[src/rtl/fifo_ctrl_if.sv]
// fifo_ctrl_if: stream-side handshake plus register-array bus for fifo_ctrl.
// master = upstream/downstream/array side, slave = the controller.
interface fifo_ctrl_if #(
  parameter int WIDTH = 8,
  parameter int ADDR  = 2
);
  logic             in_valid;
  logic             in_ready;
  logic [WIDTH-1:0] in_data;
  logic             out_valid;
  logic             out_ready;
  logic [WIDTH-1:0] out_data;
  logic             mem_write_en;
  logic [ADDR-1:0]  mem_write_addr;
  logic [WIDTH-1:0] mem_write_data;
  logic [ADDR-1:0]  mem_read_addr;
  logic [WIDTH-1:0] mem_read_data;

  modport master (
    output in_valid, in_data, out_ready, mem_read_data,
    input  in_ready, out_valid, out_data,
           mem_write_en, mem_write_addr, mem_write_data, mem_read_addr
  );

  modport slave (
    input  in_valid, in_data, out_ready, mem_read_data,
    output in_ready, out_valid, out_data,
           mem_write_en, mem_write_addr, mem_write_data, mem_read_addr
  );
endinterface

[src/rtl/fifo_ctrl.sv]
// fifo_ctrl: valid/ready FIFO controller for an external register array
// (posedge write, combinational read). Pointers carry an extra wrap bit;
// full/empty are decoded from the occupancy counter.
// Optional registered almost_full/almost_empty: define FIFO_CTRL_STATUS_EN.
module fifo_ctrl #(
  parameter int WIDTH    = 8,
  parameter int DEPTH    = 4,
  parameter int ADDR     = 2,
  parameter int AF_LEVEL = 3
) (
  input  logic          clk,
  input  logic          rst,
  input  logic          flush,
  fifo_ctrl_if.slave    bus,
  output logic [ADDR:0] count,
  output logic          full,
  output logic          empty
`ifdef FIFO_CTRL_STATUS_EN
  ,
  output logic          almost_full,
  output logic          almost_empty
`endif
);

  // Reject illegal geometry at elaboration time
  if (WIDTH < 1 || DEPTH < 2 || (DEPTH & (DEPTH - 1)) != 0 || ADDR != $clog2(DEPTH)
      || AF_LEVEL < 0 || AF_LEVEL > DEPTH) begin : g_bad_params
    $error("fifo_ctrl: illegal WIDTH/DEPTH/ADDR/AF_LEVEL combination");
  end

  localparam logic [ADDR:0] PTR_ONE    = {{ADDR{1'b0}}, 1'b1};
  localparam logic [ADDR:0] FULL_COUNT = (ADDR + 1)'(DEPTH);

  logic [ADDR:0] wr_ptr;
  logic [ADDR:0] rd_ptr;
  logic [ADDR:0] count_next;
  logic          push;
  logic          pop;
  logic          ptr_full;
  logic          ptr_empty;

  // Flags depend only on registered count, so in_ready never sees out_ready
  assign full      = (count == FULL_COUNT);
  assign empty     = (count == '0);
  assign ptr_full  = (wr_ptr[ADDR-1:0] == rd_ptr[ADDR-1:0]) && (wr_ptr[ADDR] != rd_ptr[ADDR]);
  assign ptr_empty = (wr_ptr == rd_ptr);

  assign bus.in_ready  = !full;
  assign bus.out_valid = !empty;
  assign push          = bus.in_valid & bus.in_ready;
  assign pop           = bus.out_valid & bus.out_ready;

  // Array side: write issued straight from the handshake, read at the head
  assign bus.mem_write_en   = push;
  assign bus.mem_write_addr = wr_ptr[ADDR-1:0];
  assign bus.mem_write_data = bus.in_data;
  assign bus.mem_read_addr  = rd_ptr[ADDR-1:0];
  assign bus.out_data       = bus.mem_read_data;

  // Occupancy after this edge; push and pop together leave it unchanged
  always_comb begin
    count_next = count;
    if (push && !pop) begin
      count_next = count + PTR_ONE;
    end else if (pop && !push) begin
      count_next = count - PTR_ONE;
    end
  end

  // Pointer and count registers; flush wins over push/pop, memory untouched
  always_ff @(posedge clk or posedge rst) begin
    if (rst) begin
      wr_ptr <= '0;
      rd_ptr <= '0;
      count  <= '0;
    end else if (flush) begin
      wr_ptr <= '0;
      rd_ptr <= '0;
      count  <= '0;
    end else begin
      if (push) wr_ptr <= wr_ptr + PTR_ONE;
      if (pop)  rd_ptr <= rd_ptr + PTR_ONE;
      count <= count_next;
    end
  end

`ifdef FIFO_CTRL_STATUS_EN
  localparam logic [ADDR:0] AF_COUNT = (ADDR + 1)'(AF_LEVEL);

  // Status flags are loaded from the same next count as the counter itself
  always_ff @(posedge clk or posedge rst) begin
    if (rst) begin
      almost_full  <= 1'b0;
      almost_empty <= 1'b1;
    end else if (flush) begin
      almost_full  <= 1'b0;
      almost_empty <= 1'b1;
    end else begin
      almost_full  <= (count_next >= AF_COUNT);
      almost_empty <= (count_next <= PTR_ONE);
    end
  end
`endif

  // Counter-derived full/empty must agree with the wrap-bit pointer relation
  assert property (@(posedge clk) disable iff (rst)
    (full == ptr_full) && (empty == ptr_empty));

endmodule
[src/flat_wrapper.sv]
// flat-port wrapper written by rule: the top's interface ports become plain ports
module fifo_ctrl_flat 
#(
  parameter int WIDTH    = 8,
  parameter int DEPTH    = 4,
  parameter int ADDR     = 2,
  parameter int AF_LEVEL = 3
)
  (clk, rst, flush, count, full, empty, bus_in_valid, bus_in_data, bus_out_ready, bus_mem_read_data, bus_in_ready, bus_out_valid, bus_out_data, bus_mem_write_en, bus_mem_write_addr, bus_mem_write_data, bus_mem_read_addr);
  fifo_ctrl_if #(.WIDTH(WIDTH), .ADDR(ADDR)) bus_i ();
  input  logic clk;
  input  logic rst;
  input  logic flush;
  output logic [ADDR:0] count;
  output logic full;
  output logic empty;
  input wire logic [$bits(bus_i.in_valid)-1:0] bus_in_valid;
  input wire logic [$bits(bus_i.in_data)-1:0] bus_in_data;
  input wire logic [$bits(bus_i.out_ready)-1:0] bus_out_ready;
  input wire logic [$bits(bus_i.mem_read_data)-1:0] bus_mem_read_data;
  output wire logic [$bits(bus_i.in_ready)-1:0] bus_in_ready;
  output wire logic [$bits(bus_i.out_valid)-1:0] bus_out_valid;
  output wire logic [$bits(bus_i.out_data)-1:0] bus_out_data;
  output wire logic [$bits(bus_i.mem_write_en)-1:0] bus_mem_write_en;
  output wire logic [$bits(bus_i.mem_write_addr)-1:0] bus_mem_write_addr;
  output wire logic [$bits(bus_i.mem_write_data)-1:0] bus_mem_write_data;
  output wire logic [$bits(bus_i.mem_read_addr)-1:0] bus_mem_read_addr;
  assign bus_i.in_valid = bus_in_valid;
  assign bus_i.in_data = bus_in_data;
  assign bus_i.out_ready = bus_out_ready;
  assign bus_i.mem_read_data = bus_mem_read_data;
  assign bus_in_ready = bus_i.in_ready;
  assign bus_out_valid = bus_i.out_valid;
  assign bus_out_data = bus_i.out_data;
  assign bus_mem_write_en = bus_i.mem_write_en;
  assign bus_mem_write_addr = bus_i.mem_write_addr;
  assign bus_mem_write_data = bus_i.mem_write_data;
  assign bus_mem_read_addr = bus_i.mem_read_addr;
  fifo_ctrl #(.WIDTH(WIDTH), .DEPTH(DEPTH), .ADDR(ADDR), .AF_LEVEL(AF_LEVEL)) u_core (.clk(clk), .rst(rst), .flush(flush), .bus(bus_i), .count(count), .full(full), .empty(empty));
endmodule
[config.mk]
export PLATFORM = sky130hd
export DESIGN_NAME = fifo_ctrl_flat
export DESIGN_NICKNAME = d
export VERILOG_FILES = /design/src/rtl/fifo_ctrl_if.sv /design/src/rtl/fifo_ctrl.sv /design/src/flat_wrapper.sv
export SDC_FILE = /design/constraint.sdc
export NUM_CORES = 1
export LEC_CHECK = 0
export BUFFER_PORTS_ARGS = -buffer_cell sky130_fd_sc_hd__buf_2
export CORE_MARGIN = 2
export CORE_UTILIZATION = 43
export CTS_BUF_LIST = sky130_fd_sc_hd__clkbuf_2
export DETAILED_ROUTE_END_ITERATION = 10
export GPL_ROUTABILITY_DRIVEN = 0
export PLACE_DENSITY = 0.95
export SYNTH_ARGS = -nofsm -noshare
export SYNTH_HDL_FRONTEND = slang
export SYNTH_SLANG_ARGS = --single-unit
[constraint.sdc]
create_clock -name clk -period 4.6 [get_ports clk]
set_input_delay 1.15 -clock clk [delete_from_list [all_inputs] [get_ports clk]]
set_output_delay 1.15 -clock clk [all_outputs]
set_load 0.03 [all_outputs]
==> metrics.md <==
| Metric | Value |
|---|---|
| Async set-reset flop share out of synthesis | `100%` |
| Area of the core | `0.00133 mm^2` |
| Smallest hold slack | `575 ps` |
| Final hold viol count | `0` |
| Layout cells sized above 1 | `38.0%` |
| Crit path cell chain | `buf_2 -> inv_1 -> nor2_1 -> buf_2` |
| Yosys Warn Count | `0` |
| Mapped Area | `627 um^2` |
| Die Ht | `42.2 um` |
| Slowest-stage cell, CP | `buf_2` |
| Starting Density | `47.0%` |
| Syn Area/Cell | `8.71 um^2` |
| Ant. Diodes | `0` |
| Worst setup SP type | `primary input` |
| # rows | `13` |
| CTS root buf | `clkbuf_2` |
| Sequential cell area | `175 um^2` |
| Post-Syn Instances | `72` |
| Count leader, synth | `buf_4` |
| Worst-Skew Late Latency | `210 ps` |
| Post-synth top area share | `27.9%` |
| Critical Path Sink Type | `output port` |
| Buffers on Ports | `16` |
| Post-synth top cells | `buf_4, nor2_1, inv_1` |
| Top cells by area, synth | `dfrtp_1, buf_4, nor2_1` |
| Leak | `0.337 nW` |
| Total Routing Usage GR | `13.1%` |
| Multi-input logic area | `267 um^2` |
| Fin crit period | `2910 ps` |
| Synthesized Nets | `94` |
| Unrepaired setup endpoints after global routing | `false` |
| Routed Antenna Nets | `0` |
| Setup TNS | `0 ps` |
| Initial antenna violation count | `0` |
| Via density | `5.34` |
| Clk sink count | `7` |
| DPL Wire Length | `838 um` |
| Die ar. | `0.00178 mm^2` |
| Global route overflow | `0` |
| Slew Limit Fails | `0` |
| Area Growth Syn to Fin | `-5.19%` |
| HP Class | `reg2reg` |
| Postcts setup bufs | `0` |
| Fin crit share | `63.2%` |
| Leading area contributor after synthesis | `dfrtp_1` |
| MaxCap Viol Count | `0` |
| # setup viols final | `0` |
| CTS buffer count | `3` |
| DR pass1 iterations | `4` |
| Vias in the first global route | `415` |
| Relative slew slack | `75.0%` |
| Post-synth EDFFs | `0` |
| Register bit total from synthesis | `7` |
| Critical Path RT | `3450 ps` |
| Skew final | `1.84 ps` |
| Filler instances | `144` |
| Maximum number of pins on one net before global-route repair | `12` |
| Via count | `459` |
| Nets | `94` |
| Data arrival, critical path | `1760 ps` |
| DRT iter0 DRCs | `12` |
| Synth unique cells | `31` |
| I/O pin cnt | `49` |
| Detailed Route WL | `1.08 mm` |
| Most used cell, CP | `buf_2` |
| CP Class | `in2out` |
| Routed len/inst | `12.5 um` |
| Ys flop type | `dfrtp_1` |
| Clock Path Buffers | `2` |
| Post-cts resize count | `0` |
| Remaining DRCs | `0` |
| Post-synthesis sequential area ratio | `27.9%` |
| H-tree depth | `1` |
| Status | `finished clean` |
| Fmax | `344 MHz` |
| # hold bufs at CTS | `0` |
| First-pass GRT wire length | `1.81 mm` |
| VDD IR max | `0.000241 V` |
| Die W | `42.2 um` |
| TritonCTS clock tree | `done` |
| Critical Path Fanout Max | `9` |
| Max incr delay on CP | `220 ps` |
| PwrDens | `664 mW/mm^2` |
| Clk slew on worst S/H paths | `70 ps` |
| Slew at the pin closest to its max-slew limit | `370 ps` |
[flip-flops by register name, indices dropped and copies added, names as in the netlist]
register,count
u_core.count,3
u_core.wr_ptr,2
u_core.rd_ptr,2
[power by group]
| group | switching, W | leakage (nW) | internal, W |
|---|---|---|---|
| registers | 0.0000343 | 0.0936 | 0.0000796 |
| logic | 0.000153 | 0.227 | 0.0000858 |
| clock network | 0.0000189 | 0.0166 | 0.0000231 |
[placed cells by master, fill, tap and decap left out, types with 2 or more instances in the layout]
cell type | Yosys | layout
buf_2 | 3 | 16
clkbuf_2 | 1 | 4
dfrtp_1 | 7 | 7
inv_1 | 8 | 8
nor2_1 | 9 | 9
o21ai_0 | 2 | 2
o31ai_1 | 2 | 2
xor2_1 | 2 | 2
[layout make-up]
type                    count  area share (%)
inverters                   9            5.68
well taps                  15            3.16
flip-flops and latches      7            29.5
multi-input cells          35            44.8
clock buffers               4            3.37
repair buffers             16            13.5
[metal layers]
metal  vias up  wire length, um  share of wire, %  track usage (%)
met5         -                0                 0                0
met4         0               20               1.9             8.75
met3         4               75               7.0             1.72
met2        12              499                46             19.4
met1       218              481                45             17.5
li1        225                -                 -                -
[critical path: cells and delay by family]
family	cells	cell delay, ps
buffers and inverters	3	470
AND/OR/NAND/NOR	1	140
[cell families (layout without fill, tap and decap cells)]
family	count (synthesis)	after routing	share of synthesized area [%]
and+or+nand+nor	14	14	12.0
muxes	2	2	3.99
adders and majority gates	1	1	3.19
DFF	7	7	27.9
AOI/OAI and AO/OA	16	16	20.6
xor gates and xnor gates	2	2	2.79
buffers and inverters	30	29	29.5
[through the flow]
| stage | total power, W | utilization (%) | setup slack [ps] | instances | instance area, um^2 |
|---|---|---|---|---|---|
| final | 0.000395 | 44.6 | 1690 | 86 | 594 |
| after global routing | 0.000426 | 44.6 | 1640 | 86 | 594 |
| after CTS | 0.000398 | 44.6 | 1700 | 86 | 594 |
| after detailed placement | 0.000354 | 43.1 | 1700 | 82 | 574 |
| after global placement | 0.000348 | 43.1 | 1740 | 82 | 574 |
| after floorplan | 0.000331 | - | 1630 | 72 | 627 |
[path summary, 6_finish.rpt]
check	startpoint	to	slack, ps	depth (start not counted)
max in group asynchronous	rst	u_core.count[1]	3540	2
max reg2reg	u_core.count[1]	u_core.count[2]	2290	6
max	bus_in_valid	bus_mem_write_en	1690	4
min in group asynchronous	rst	u_core.wr_ptr[0]	850	2
min	u_core.rd_ptr[0]	u_core.rd_ptr[0]	580	2
min reg2reg	u_core.rd_ptr[0]	u_core.rd_ptr[0]	580	2
No activity file was read; power rests on OpenSTA's default activity.
